### src/rtl/epochtv1_vram_arb_pkg.sv
// Shared types for the TV-1 VRAM arbiter.
//   e_varb_st : arbiter FSM states
//   e_rid     : video requester id (also the VID_RID encoding)
//   grant_st  : maps a requester id onto its grant state
package epochtv1_vram_arb_pkg;

   typedef enum logic [2:0] {
      ST_IDLE,
      ST_CPU,
      ST_CPU_REC,
      ST_SPR,
      ST_BG
   } e_varb_st;

   typedef enum logic {
      RID_SPR = 1'b0,
      RID_BG  = 1'b1
   } e_rid;

   localparam int REC_CNT_W = 2;

   function automatic e_varb_st grant_st(input e_rid id);
      return (id == RID_BG) ? ST_BG : ST_SPR;
   endfunction

endpackage

### src/rtl/epochtv1_vram_arb_if.sv
// External VRAM pin bundle (port A = low byte, port B = high byte).
//   master : arbiter side, drives address, write data and write strobes
//   slave  : memory side, returns read data
interface epochtv1_vram_arb_if #(
   parameter int AW = 12
);
   logic [AW-1:0] vaa;
   logic [AW-1:0] vba;
   logic [7:0]    vad_wr;
   logic [7:0]    vbd_wr;
   logic [7:0]    vad_rd;
   logic [7:0]    vbd_rd;
   logic          nvawr;
   logic          nvbwr;

   modport master (
      output vaa, vba, vad_wr, vbd_wr, nvawr, nvbwr,
      input  vad_rd, vbd_rd
   );

   modport slave (
      input  vaa, vba, vad_wr, vbd_wr, nvawr, nvbwr,
      output vad_rd, vbd_rd
   );
endinterface

### src/rtl/epochtv1_vram_arb_rr2.sv
// Two-way picker between sprite and background fetch requests.
//   clk, rst_n     : clock, async active-low reset
//   ce_i           : clock enable, last-served flag only moves on CE
//   spr_req_i      : sprite request
//   bg_req_i       : background request
//   take_i         : the arbiter is issuing the picked grant this CE edge
//   gnt_vld_o      : some request is pending
//   gnt_id_o       : requester that would be granted
// RR_EN=1 alternates on contention, RR_EN=0 always prefers SPR.
module epochtv1_rr2
   import epochtv1_vram_arb_pkg::*;
#(
   parameter bit RR_EN = 1'b1
) (
   input  logic clk,
   input  logic rst_n,
   input  logic ce_i,
   input  logic spr_req_i,
   input  logic bg_req_i,
   input  logic take_i,
   output logic gnt_vld_o,
   output e_rid gnt_id_o
);

   e_rid last_q;

   always_comb begin
      gnt_vld_o = spr_req_i | bg_req_i;
      gnt_id_o  = RID_SPR;
      if (!spr_req_i)
         gnt_id_o = RID_BG;
      else if (bg_req_i && RR_EN && (last_q == RID_SPR))
         gnt_id_o = RID_BG;
   end

   // reset to BG so SPR wins the first contention
   always_ff @(posedge clk or negedge rst_n) begin
      if (!rst_n)
         last_q <= RID_BG;
      else if (ce_i && take_i && gnt_vld_o)
         last_q <= gnt_id_o;
   end

endmodule

### src/rtl/epochtv1_vram_arb.sv
// TV-1 VRAM arbiter: CPU (absolute priority) vs sprite/background fetch.
//   clk, rst_n          : clock, async active-low reset
//   ce_i                : pixel clock enable, all state advances only on CE
//   cpu_sel/rd/wr/a/di  : CPU access into the VRAM window, cpu_a_i[0] = port B
//   cpu_do_o            : registered CPU read data
//   spr_/bg_req/a/ack   : video fetch requests (level, held until ack)
//   vid_rvalid/rid/rd_o : fetched word, one CE cycle after the grant
//   stall_o             : high while CPU owns or is recovering from VRAM
//   vram                : VRAM pins
//
// state   | meaning
// IDLE    | no owner, address parked
// CPU     | CPU owns VRAM, address/strobes follow CPU bus combinationally
// CPU_REC | dead time after CPU access, address parked, no strobes
// SPR     | one-cycle sprite fetch grant
// BG      | one-cycle background fetch grant
module epochtv1_vram_arb
   import epochtv1_vram_arb_pkg::*;
#(
   parameter int AW         = 12,
   parameter bit RR_EN      = 1'b1,
   parameter int REC_CYCLES = 1
) (
   input  logic                clk,
   input  logic                rst_n,
   input  logic                ce_i,
   input  logic                cpu_sel_i,
   input  logic                cpu_rd_i,
   input  logic                cpu_wr_i,
   input  logic [AW:0]         cpu_a_i,
   input  logic [7:0]          cpu_di_i,
   output logic [7:0]          cpu_do_o,
   input  logic                spr_req_i,
   input  logic [AW-1:0]       spr_a_i,
   output logic                spr_ack_o,
   input  logic                bg_req_i,
   input  logic [AW-1:0]       bg_a_i,
   output logic                bg_ack_o,
   output logic                vid_rvalid_o,
   output logic                vid_rid_o,
   output logic [15:0]         vid_rd_o,
   output logic                stall_o,
   epochtv1_vram_arb_if.master vram
);

   localparam logic [REC_CNT_W-1:0] REC_LAST = REC_CNT_W'(REC_CYCLES - 1);

   e_varb_st             st_q, st_d, pick_st;
   logic [REC_CNT_W-1:0] rec_cnt_q;
   logic [AW-1:0]        addr_q;
   logic [7:0]           cpu_do_q;
   logic                 vid_rvalid_q;
   e_rid                 vid_rid_q;
   logic [15:0]          vid_rd_q;
   logic                 spr_ack_q, bg_ack_q, stall_q;

   logic cpu_req, cpu_wr_act, cpu_rd_act, take, gnt_vld;
   e_rid gnt_id;

   assign cpu_req    = cpu_sel_i & (cpu_rd_i | cpu_wr_i);
   // simultaneous RD and WR is treated as a write
   assign cpu_wr_act = cpu_req & cpu_wr_i;
   assign cpu_rd_act = cpu_req & cpu_rd_i & ~cpu_wr_i;

   epochtv1_rr2 #(.RR_EN(RR_EN)) u_rr2 (
      .clk       (clk),
      .rst_n     (rst_n),
      .ce_i      (ce_i),
      .spr_req_i (spr_req_i),
      .bg_req_i  (bg_req_i),
      .take_i    (take),
      .gnt_vld_o (gnt_vld),
      .gnt_id_o  (gnt_id)
   );

   always_comb begin
      pick_st = ST_IDLE;
      if (cpu_req)
         pick_st = ST_CPU;
      else if (gnt_vld)
         pick_st = grant_st(gnt_id);

      st_d = st_q;
      case (st_q)
         ST_CPU:     st_d = cpu_req ? ST_CPU : ST_CPU_REC;
         ST_CPU_REC: begin
            if (cpu_req)
               st_d = ST_CPU;
            else if (rec_cnt_q == REC_LAST)
               st_d = pick_st;
         end
         default:    st_d = pick_st;
      endcase
   end

   assign take = (st_d == ST_SPR) || (st_d == ST_BG);

   always_ff @(posedge clk or negedge rst_n) begin
      if (!rst_n) begin
         st_q         <= ST_IDLE;
         rec_cnt_q    <= '0;
         addr_q       <= '0;
         cpu_do_q     <= '0;
         vid_rvalid_q <= 1'b0;
         vid_rid_q    <= RID_SPR;
         vid_rd_q     <= '0;
         spr_ack_q    <= 1'b0;
         bg_ack_q     <= 1'b0;
         stall_q      <= 1'b0;
      end else if (ce_i) begin
         st_q      <= st_d;
         spr_ack_q <= (st_d == ST_SPR);
         bg_ack_q  <= (st_d == ST_BG);
         stall_q   <= (st_d == ST_CPU) || (st_d == ST_CPU_REC);

         // grant address is registered; CPU address is tracked so that
         // recovery keeps the bus parked on the last CPU word
         if (st_d == ST_SPR)
            addr_q <= spr_a_i;
         else if (st_d == ST_BG)
            addr_q <= bg_a_i;
         else if ((st_q == ST_CPU) && cpu_req)
            addr_q <= cpu_a_i[AW:1];

         if (st_q != ST_CPU_REC)
            rec_cnt_q <= '0;
         else if (rec_cnt_q != REC_LAST)
            rec_cnt_q <= rec_cnt_q + 1'b1;

         vid_rvalid_q <= (st_q == ST_SPR) || (st_q == ST_BG);
         if ((st_q == ST_SPR) || (st_q == ST_BG)) begin
            vid_rd_q  <= {vram.vbd_rd, vram.vad_rd};
            vid_rid_q <= (st_q == ST_BG) ? RID_BG : RID_SPR;
         end

         if ((st_q == ST_CPU) && cpu_rd_act)
            cpu_do_q <= cpu_a_i[0] ? vram.vbd_rd : vram.vad_rd;
      end
   end

   assign vram.vaa    = (st_q == ST_CPU) ? cpu_a_i[AW:1] : addr_q;
   assign vram.vba    = vram.vaa;
   assign vram.vad_wr = cpu_di_i;
   assign vram.vbd_wr = cpu_di_i;
   assign vram.nvawr  = ~((st_q == ST_CPU) & cpu_wr_act & ~cpu_a_i[0]);
   assign vram.nvbwr  = ~((st_q == ST_CPU) & cpu_wr_act &  cpu_a_i[0]);

   assign cpu_do_o     = cpu_do_q;
   assign spr_ack_o    = spr_ack_q;
   assign bg_ack_o     = bg_ack_q;
   assign vid_rvalid_o = vid_rvalid_q;
   assign vid_rid_o    = vid_rid_q;
   assign vid_rd_o     = vid_rd_q;
   assign stall_o      = stall_q;

endmodule
### src/flat_wrapper.sv
// flat-port wrapper written by rule: the top's interface ports become plain ports
module epochtv1_vram_arb_flat import epochtv1_vram_arb_pkg::*;
#(
   parameter int AW         = 12,
   parameter bit RR_EN      = 1'b1,
   parameter int REC_CYCLES = 1
)
  (clk, rst_n, ce_i, cpu_sel_i, cpu_rd_i, cpu_wr_i, cpu_a_i, cpu_di_i, cpu_do_o, spr_req_i, spr_a_i, spr_ack_o, bg_req_i, bg_a_i, bg_ack_o, vid_rvalid_o, vid_rid_o, vid_rd_o, stall_o, vram_vaa, vram_vba, vram_vad_wr, vram_vbd_wr, vram_nvawr, vram_nvbwr, vram_vad_rd, vram_vbd_rd);
  epochtv1_vram_arb_if #(.AW(AW)) vram_i ();
  input  logic clk;
  input  logic rst_n;
  input  logic ce_i;
  input  logic cpu_sel_i;
  input  logic cpu_rd_i;
  input  logic cpu_wr_i;
  input  logic [AW:0] cpu_a_i;
  input  logic [7:0] cpu_di_i;
  output logic [7:0] cpu_do_o;
  input  logic spr_req_i;
  input  logic [AW-1:0] spr_a_i;
  output logic spr_ack_o;
  input  logic bg_req_i;
  input  logic [AW-1:0] bg_a_i;
  output logic bg_ack_o;
  output logic vid_rvalid_o;
  output logic vid_rid_o;
  output logic [15:0] vid_rd_o;
  output logic stall_o;
  output wire logic [$bits(vram_i.vaa)-1:0] vram_vaa;
  output wire logic [$bits(vram_i.vba)-1:0] vram_vba;
  output wire logic [$bits(vram_i.vad_wr)-1:0] vram_vad_wr;
  output wire logic [$bits(vram_i.vbd_wr)-1:0] vram_vbd_wr;
  output wire logic [$bits(vram_i.nvawr)-1:0] vram_nvawr;
  output wire logic [$bits(vram_i.nvbwr)-1:0] vram_nvbwr;
  input wire logic [$bits(vram_i.vad_rd)-1:0] vram_vad_rd;
  input wire logic [$bits(vram_i.vbd_rd)-1:0] vram_vbd_rd;
  assign vram_vaa = vram_i.vaa;
  assign vram_vba = vram_i.vba;
  assign vram_vad_wr = vram_i.vad_wr;
  assign vram_vbd_wr = vram_i.vbd_wr;
  assign vram_nvawr = vram_i.nvawr;
  assign vram_nvbwr = vram_i.nvbwr;
  assign vram_i.vad_rd = vram_vad_rd;
  assign vram_i.vbd_rd = vram_vbd_rd;
  epochtv1_vram_arb #(.AW(AW), .RR_EN(RR_EN), .REC_CYCLES(REC_CYCLES)) u_core (.clk(clk), .rst_n(rst_n), .ce_i(ce_i), .cpu_sel_i(cpu_sel_i), .cpu_rd_i(cpu_rd_i), .cpu_wr_i(cpu_wr_i), .cpu_a_i(cpu_a_i), .cpu_di_i(cpu_di_i), .cpu_do_o(cpu_do_o), .spr_req_i(spr_req_i), .spr_a_i(spr_a_i), .spr_ack_o(spr_ack_o), .bg_req_i(bg_req_i), .bg_a_i(bg_a_i), .bg_ack_o(bg_ack_o), .vid_rvalid_o(vid_rvalid_o), .vid_rid_o(vid_rid_o), .vid_rd_o(vid_rd_o), .stall_o(stall_o), .vram(vram_i));
endmodule
### config.mk
export PLATFORM = sky130hd
export DESIGN_NAME = epochtv1_vram_arb_flat
export DESIGN_NICKNAME = d
export VERILOG_FILES = /design/src/rtl/epochtv1_vram_arb_pkg.sv /design/src/rtl/epochtv1_vram_arb_if.sv /design/src/rtl/epochtv1_vram_arb_rr2.sv /design/src/rtl/epochtv1_vram_arb.sv /design/src/flat_wrapper.sv
export SDC_FILE = /design/constraint.sdc
export NUM_CORES = 1
export LEC_CHECK = 0
export BUFFER_PORTS_ARGS = -buffer_cell sky130_fd_sc_hd__buf_2
export CAP_MARGIN = 40
export CORE_UTILIZATION = 30
export CTS_BUF_LIST = sky130_fd_sc_hd__clkbuf_8
export CTS_CLUSTER_DIAMETER = 150
export DETAILED_ROUTE_END_ITERATION = 16
export GPL_TIMING_DRIVEN = 1
export SETUP_SLACK_MARGIN = 0.5
export SYNTH_ARGS = -nofsm -noshare
export SYNTH_HDL_FRONTEND = slang
export SYNTH_SLANG_ARGS = --single-unit
### constraint.sdc
create_clock -name clk -period 5.85 [get_ports clk]
set_input_delay 1.17 -clock clk [delete_from_list [all_inputs] [get_ports clk]]
set_output_delay 1.17 -clock clk [all_outputs]
set_load 0.02 [all_outputs]
==> metrics.txt, run 1 <==
status=finished, final reports clean; Layout Skew=0.00819 ns; H-tree Lvls=2; Residual DRC=0; Setup TNS Final=0 ns; TritonCTS clock tree=yes; CTS Sinks=47; register bit total from synthesis=47; Power Density=478 nW/µm²; Post-CTS Setup Inserts=0; yosys warns=0; pre-CTS setup slack=2.73 ns; routability cong.=0.703; Gate power share=48.0%; I/O Buffers=115; Yosys cell types=37; Hold Path Class=flop to flop; FILL cells=828; Ports=140; Nets=386; Crit-path slowest cell=nor3b_4; Sw Share=38.7%; max frequency=roughly 300 MHz; Num CTS Buffers=5; Crit Path Max Fanout=18; post-synth top area cell=dfrtp_1; Clock Path Buffers=2; antenna diode count=0; Die Height=96.0 µm; Worst path max stage delay=0.77 ns; crit end category=output port; largest net degree at the start of global routing=30; Initial DRC Count=31; Vias=a little over 2k; number of gates resized after CTS=0; max_slew headroom=41.9%; post-synth top area share=between 40% and 50%; crit share post-route=56.7%; via/cell ratio=4.86; final wirelength=5.86 mm; drt first pass iters=4; sequential power share=34.5%; drt wl/cell=about 14 µm; Tot GR Track Use=13.5%; post-synthesis async set-or-reset flop share=100%; max-slew violation count=0; # Max-Cap Violations=0; clock power share=between 10% and 20%; final worst slack=2.53 ns; core region area=8380 µm²; DPL Wire Length=about 4.6 mm; hold buffers post-CTS=0; Int Pwr=960 µW; Synth Area per Inst=between 10 and 15 µm²; Root Driver=clkbuf_8; post-synthesis sequential area ratio=between 40% and 50%; first-pass GRT wire length=9.65 mm; Die ar.=9210 µm²; Worst-path clk slew=about 0.09 ns; Sw Pwr=slightly above 600 µW; ANT nets after route=0; Die X=96.0 µm; Layout Cells excl Fill=422; initial antenna violation count=0; Main synth FF type=dfrtp_1; post-layout util=39.0%; worst-margin pin slew=0.870 ns; Worst setup SP type=flop; FF/Latch Area=around 1200 µm²; Fin. Hold Viols=0; global route total overflow=0; starting density of the core=roughly a third; critical path class=flop to output port; CP required=4.68 ns; main area contributors after synthesis=dfrtp_1 (43%), mux2_2 (13%), buf_4 (8.2%); row count=33; Tmin final=3.32 ns; placed cell count=414; post-synthesis to final-layout area growth=23.4%; Synthesized Nets=300; Post-Syn Area=2650 µm²; P_leak=1.56 nW; area of the multi-input gates=around 1200 µm²; EDFF count, synth=0; Mapped Cells=230; share of layout cells above drive strength 1=55.5%; crit path cell chain=nor3b_4, mux2_2, buf_2; Max IR drop VDD=0.000205 V; Final setup viols=0; vias in the first global route=2004; Pwr Total=1.56 mW; RSZ-0062 raised after global routing=false; clk_lat worst skew=0.29 ns; Worst EP arrival=approximately 2.2 ns
-- layer usage --
| metal | global-route usage, % | share of wire (%) |
|---|---|---|
| met4 | 2.99 | 0.67 |
| met5 | 0 | 0 |
| met2 | 23.2 | 49 |
| met1 | 16.9 | 44 |
| met3 | 3.55 | 6.5 |
-- worst max-delay path: cells and delay by family (launching register included) --
| kind | cells | cell delay (ns) |
|---|---|---|
| AND/OR/NAND/NOR | 1 | 0.77 |
| multiplexers | 1 | 0.42 |
| flip-flops | 1 | 0.48 |
| buffers and inverters | 1 | 0.17 |
-- power groups by stage --
stage                     Clock (mW)  Combinational [mW]  Sequential (mW)
after CTS                      0.286               0.762            0.541
final                          0.273               0.751            0.540
after detailed placement           0               0.761            0.545
after global placement             0               0.742            0.540
after global routing           0.296               0.816            0.560
after floorplan                    0               0.474            0.646
-- cells by family after synthesis --
kind of cell | count (synthesis) | share of synthesized area, %
simple gates | 31 | 7.13
fa+ha+maj | 1 | 0.472
mux | 49 | 21.8
compound gates | 52 | 14.4
flops | 47 | 44.4
buf+inv | 50 | 11.7
-- path summary, 6_finish.rpt --
check                                 endpoint  cells past startpoint  slack [ns]           start
hold reg to reg                 u_core.stall_o                      1        0.49  u_core.stall_o
setup reg to reg              u_core.addr_q[0]                      5        3.05  u_core.st_q[0]
hold / removal                  u_core.stall_o                      1        0.49  u_core.stall_o
max in group asynchronous  u_core.vid_rd_o[13]                      2        4.53           rst_n
min in group asynchronous    u_core.addr_q[11]                      1        0.81           rst_n
setup / recovery                  vram_vba[10]                      3        2.53  u_core.st_q[0]
-- cells in the final DEF (no fill, tap or decap), drive strengths merged, types with 2 or more instances in the layout --
cell	n
buf	120
a21oi	12
o22ai	3
bufinv	2
inv	10
o21a	2
a2bb2oi	12
nor2b	2
nor3	3
o32ai	12
nand3b	2
mux2i	9
nand3	3
dfrtp	46
nor2	14
o21ai	6
mux2	40
clkbuf	5
-- Yosys cell counts, drive strengths merged (2+ instances only) --
| master | n |
|---|---|
| inv | 9 |
| a2bb2oi | 12 |
| o22ai | 3 |
| nor3 | 3 |
| a21oi | 12 |
| dfrtp | 46 |
| buf | 34 |
| o21a | 2 |
| nor2 | 14 |
| mux2 | 40 |
| nand3 | 3 |
| clkbuf | 7 |
| nand3b | 2 |
| o21ai | 6 |
| o32ai | 12 |
| mux2i | 9 |
| nor2b | 2 |
-- stage by stage --
| step | instance area, µm² | hold WS, ns |
|---|---|---|
| 5_1_grt | 3270 | 0.525 |
| 3_3_place_gp | 3090 | 0.460 |
| 6_report | 3270 | 0.486 |
| 2_1_floorplan | 2650 | 0.475 |
| 4_1_cts | 3270 | 0.496 |
| 3_5_place_dp | 3140 | 0.475 |
-- layout make-up --
| cell class | count | share of cell area, % |
|---|---|---|
| multi-input combinational | 133 | 35.5 |
| sequential | 47 | 36.0 |
| clock buffer | 5 | 2.10 |
| clock inverter | 3 | 1.95 |
| tap | 105 | 4.02 |
| timing repair buffer | 120 | 19.4 |
| inverter | 9 | 1.03 |
-- registers in the layout (all words and copies together), names as in the netlist --
register and count:
u_core.rec_cnt_q 2, u_core.stall_o 1, u_core.u_rr2.last_q 1, u_core.spr_ack_o 1, u_core.bg_ack_o 1, u_core.addr_q 12, u_core.cpu_do_o 8, u_core.vid_rd_o 16
u_core.vid_rid_o 1, u_core.vid_rvalid_o 1, u_core.st_q 3
Power figures use the tool's default switching activity.
==> run 2, diff against run 1 <==
==> constraint.sdc (replaced) <==
create_clock -name clk -period 3.3 [get_ports clk]
set_input_delay 0.66 -clock clk [delete_from_list [all_inputs] [get_ports clk]]
set_output_delay 0.66 -clock clk [all_outputs]
set_load 0.02 [all_outputs]
==> metrics.txt, run 2 (synthesis results as in run 1) <==
TritonCTS clock tree=yes (unchanged); final wirelength=5.94 mm (was 5.86 mm); H-tree Lvls=2 (unchanged); Fin. Hold Viols=0 (unchanged); Tmin final=2.48 ns; routability cong.=0.726 (was 0.703); vias in the first global route=1982 (was 2004); Num CTS Buffers=5 (unchanged); most frequent cells in the layout=buf_2 (115), dfrtp_1 (46), mux2_2 (30) (unchanged); Setup TNS Final=0 ns (unchanged); global route total overflow=0 (unchanged); crit share post-route=approximately 75%; worst-margin pin slew=0.786 ns (was 0.870 ns); largest net degree at the start of global routing=25 (was 30); Tot GR Track Use=13.4% (was 13.5%); hold buffers post-CTS=0 (unchanged); Clock Path Buffers=2 (unchanged); Layout Skew=0.00790 ns (was 0.00819 ns); core region area=8380 µm² (unchanged); max-slew violation count=0 (unchanged); reg-to-reg endpoint=u_core.addr_q[11] (was u_core.addr_q[0]); Root Driver=clkbuf_8 (unchanged); CP required=3.49 ns (was 4.68 ns); max_slew headroom=47.6% (was 41.9%); DP Area=3150 µm² (was 3140 µm²); status=finished, final reports clean (unchanged); crit end category=flop (was output port); Worst-path clk slew=0.09 ns (about the same); r2r setup slk=0.82 ns (was 3.05 ns); row count=33 (unchanged); Power Density=830 nW/µm² (was 478 nW/µm²); R2R depth=7 (was 5); reg2reg start=u_core.rec_cnt_q[0] (was u_core.st_q[0]); Die X=96.0 µm (unchanged); ANT nets after route=0 (unchanged); P_leak=1.57 nW (was 1.56 nW); pre-CTS setup slack=0.771 ns (was 2.73 ns); clk_lat worst skew=0.29 ns (about the same); Die ar.=9210 µm² (unchanged); post-synthesis to final-layout area growth=23.5% (was 23.4%); Nets=388 (was 386); placed cell count=415 (was 414); Ports=140 (unchanged); Final setup viols=0 (unchanged); Layout Cells excl Fill=424 (was 422); Crit-path slowest cell=o21ai_2 (was nor3b_4); RSZ-0062 raised after global routing=false (unchanged); drt first pass iters=4 (unchanged); first-pass GRT wire length=9.55 mm (was 9.65 mm); max frequency=403 MHz; Vias=2040 (was 2050); Worst EP arrival=2.67 ns (was 2.15 ns); initial antenna violation count=0 (unchanged); antenna diode count=0 (unchanged); number of gates resized after CTS=0 (unchanged); crit path cell chain=inv_1, ha_1, nor4b_2, nor4_2, buf_4, o21ai_2, mux2_2 (was nor3b_4, mux2_2, buf_2); CTS Sinks=47 (unchanged); Residual DRC=0 (unchanged); Critical Path Source=u_core.rec_cnt_q[0] (was u_core.st_q[0]); # Max-Cap Violations=0 (unchanged); starting density of the core=31.6% (unchanged); via/cell ratio=4.81 (was 4.86); Max IR drop VDD=0.000366 V (was 0.000205 V); I/O Buffers=115 (unchanged); buffering stage count on the worst path with inverters included=2 (was 1); Initial DRC Count=87 (was 31); Crit Path Max Fanout=13 (was 18); final worst slack=0.818 ns (was 2.53 ns); Largest register FFs=16 (unchanged); Design Area, Final=3270 µm² (about the same); Hold WS=0.367 ns (was 0.486 ns); DPL Wire Length=4.58 mm (was 4.57 mm); Worst path max stage delay=0.62 ns (was 0.77 ns); Worst setup SP type=flop (unchanged); Hold Path Class=primary input to async pin (was flop to flop); critical path class=flop to flop (was flop to output port); CP delay by family, top=compound AO/OA/AOI/OAI gates (was simple AND/OR/NAND/NOR gates); most common cell after layout, fill and taps aside=buf_2 (unchanged); share of layout cells above drive strength 1=56.1% (was 55.5%); drt wl/cell=14.0 µm (was 13.9 µm); Die Height=96.0 µm (unchanged)
[run 2: worst max-delay path by stage]
stage | end | slack [ns] | cells after the start
finish | u_core.addr_q[11] | 0.82 | 7
global route | u_core.addr_q[11] | 0.59 | 7
CTS | u_core.addr_q[11] | 0.76 | 7
detailed placement | u_core.addr_q[11] | 0.77 | 7
global placement | u_core.addr_q[0] | 0.82 | 7
floorplan | vram_vba[10] | 0.98 | 4
[run 2: cell type report]
| class | instances | area [µm²] |
|---|---|---|
| inverters | 9 | 33.8 |
| fillers | 847 | 5110 |
| flip-flops and latches | 47 | 1180 |
| multi-input cells | 133 | 1160 |
| clock inverters | 3 | 43.8 |
| clock buffers | 5 | 68.8 |
| well taps | 105 | 131 |
| repair buffers | 122 | 656 |
[run 2: power breakdown]
part	switching, mW	internal (mW)
clock network	0.192	0.226
registers	0.134	0.822
logic	0.755	0.588
total	1.08	1.64
[run 2: layer usage]
metal  share of wire [%]  track usage (%)
met5                   0                0
met4                0.45             2.61
met3                 7.1             3.48
met2                  46             21.9
met1                  46             17.8
[run 2: worst reg2reg max path: cells and delay by family (launching register included)]
family                     cells  cell delay [ns]
DFF                            1             0.33
AOI/OAI and AO/OA              1             0.63
adders and majority gates      1             0.23
and+or+nand+nor                2             0.53
buffers and inverters          2             0.26
muxes                          1             0.41
[run 2: repair_timing]
item,in CTS,in global routing
endpoints found under the setup margin,15,0
endpoints found under the hold margin,0,0
buffers inserted,1,0
[run 2: metrics by stage]
stage / util, % / total power [mW]
final: 39.1 / 2.72
after global routing: 39.1 / 2.92
after CTS: 39.1 / 2.76
after detailed placement: 37.6 / 2.32
after global placement: 37.1 / 2.30
after floorplan: - / 1.99
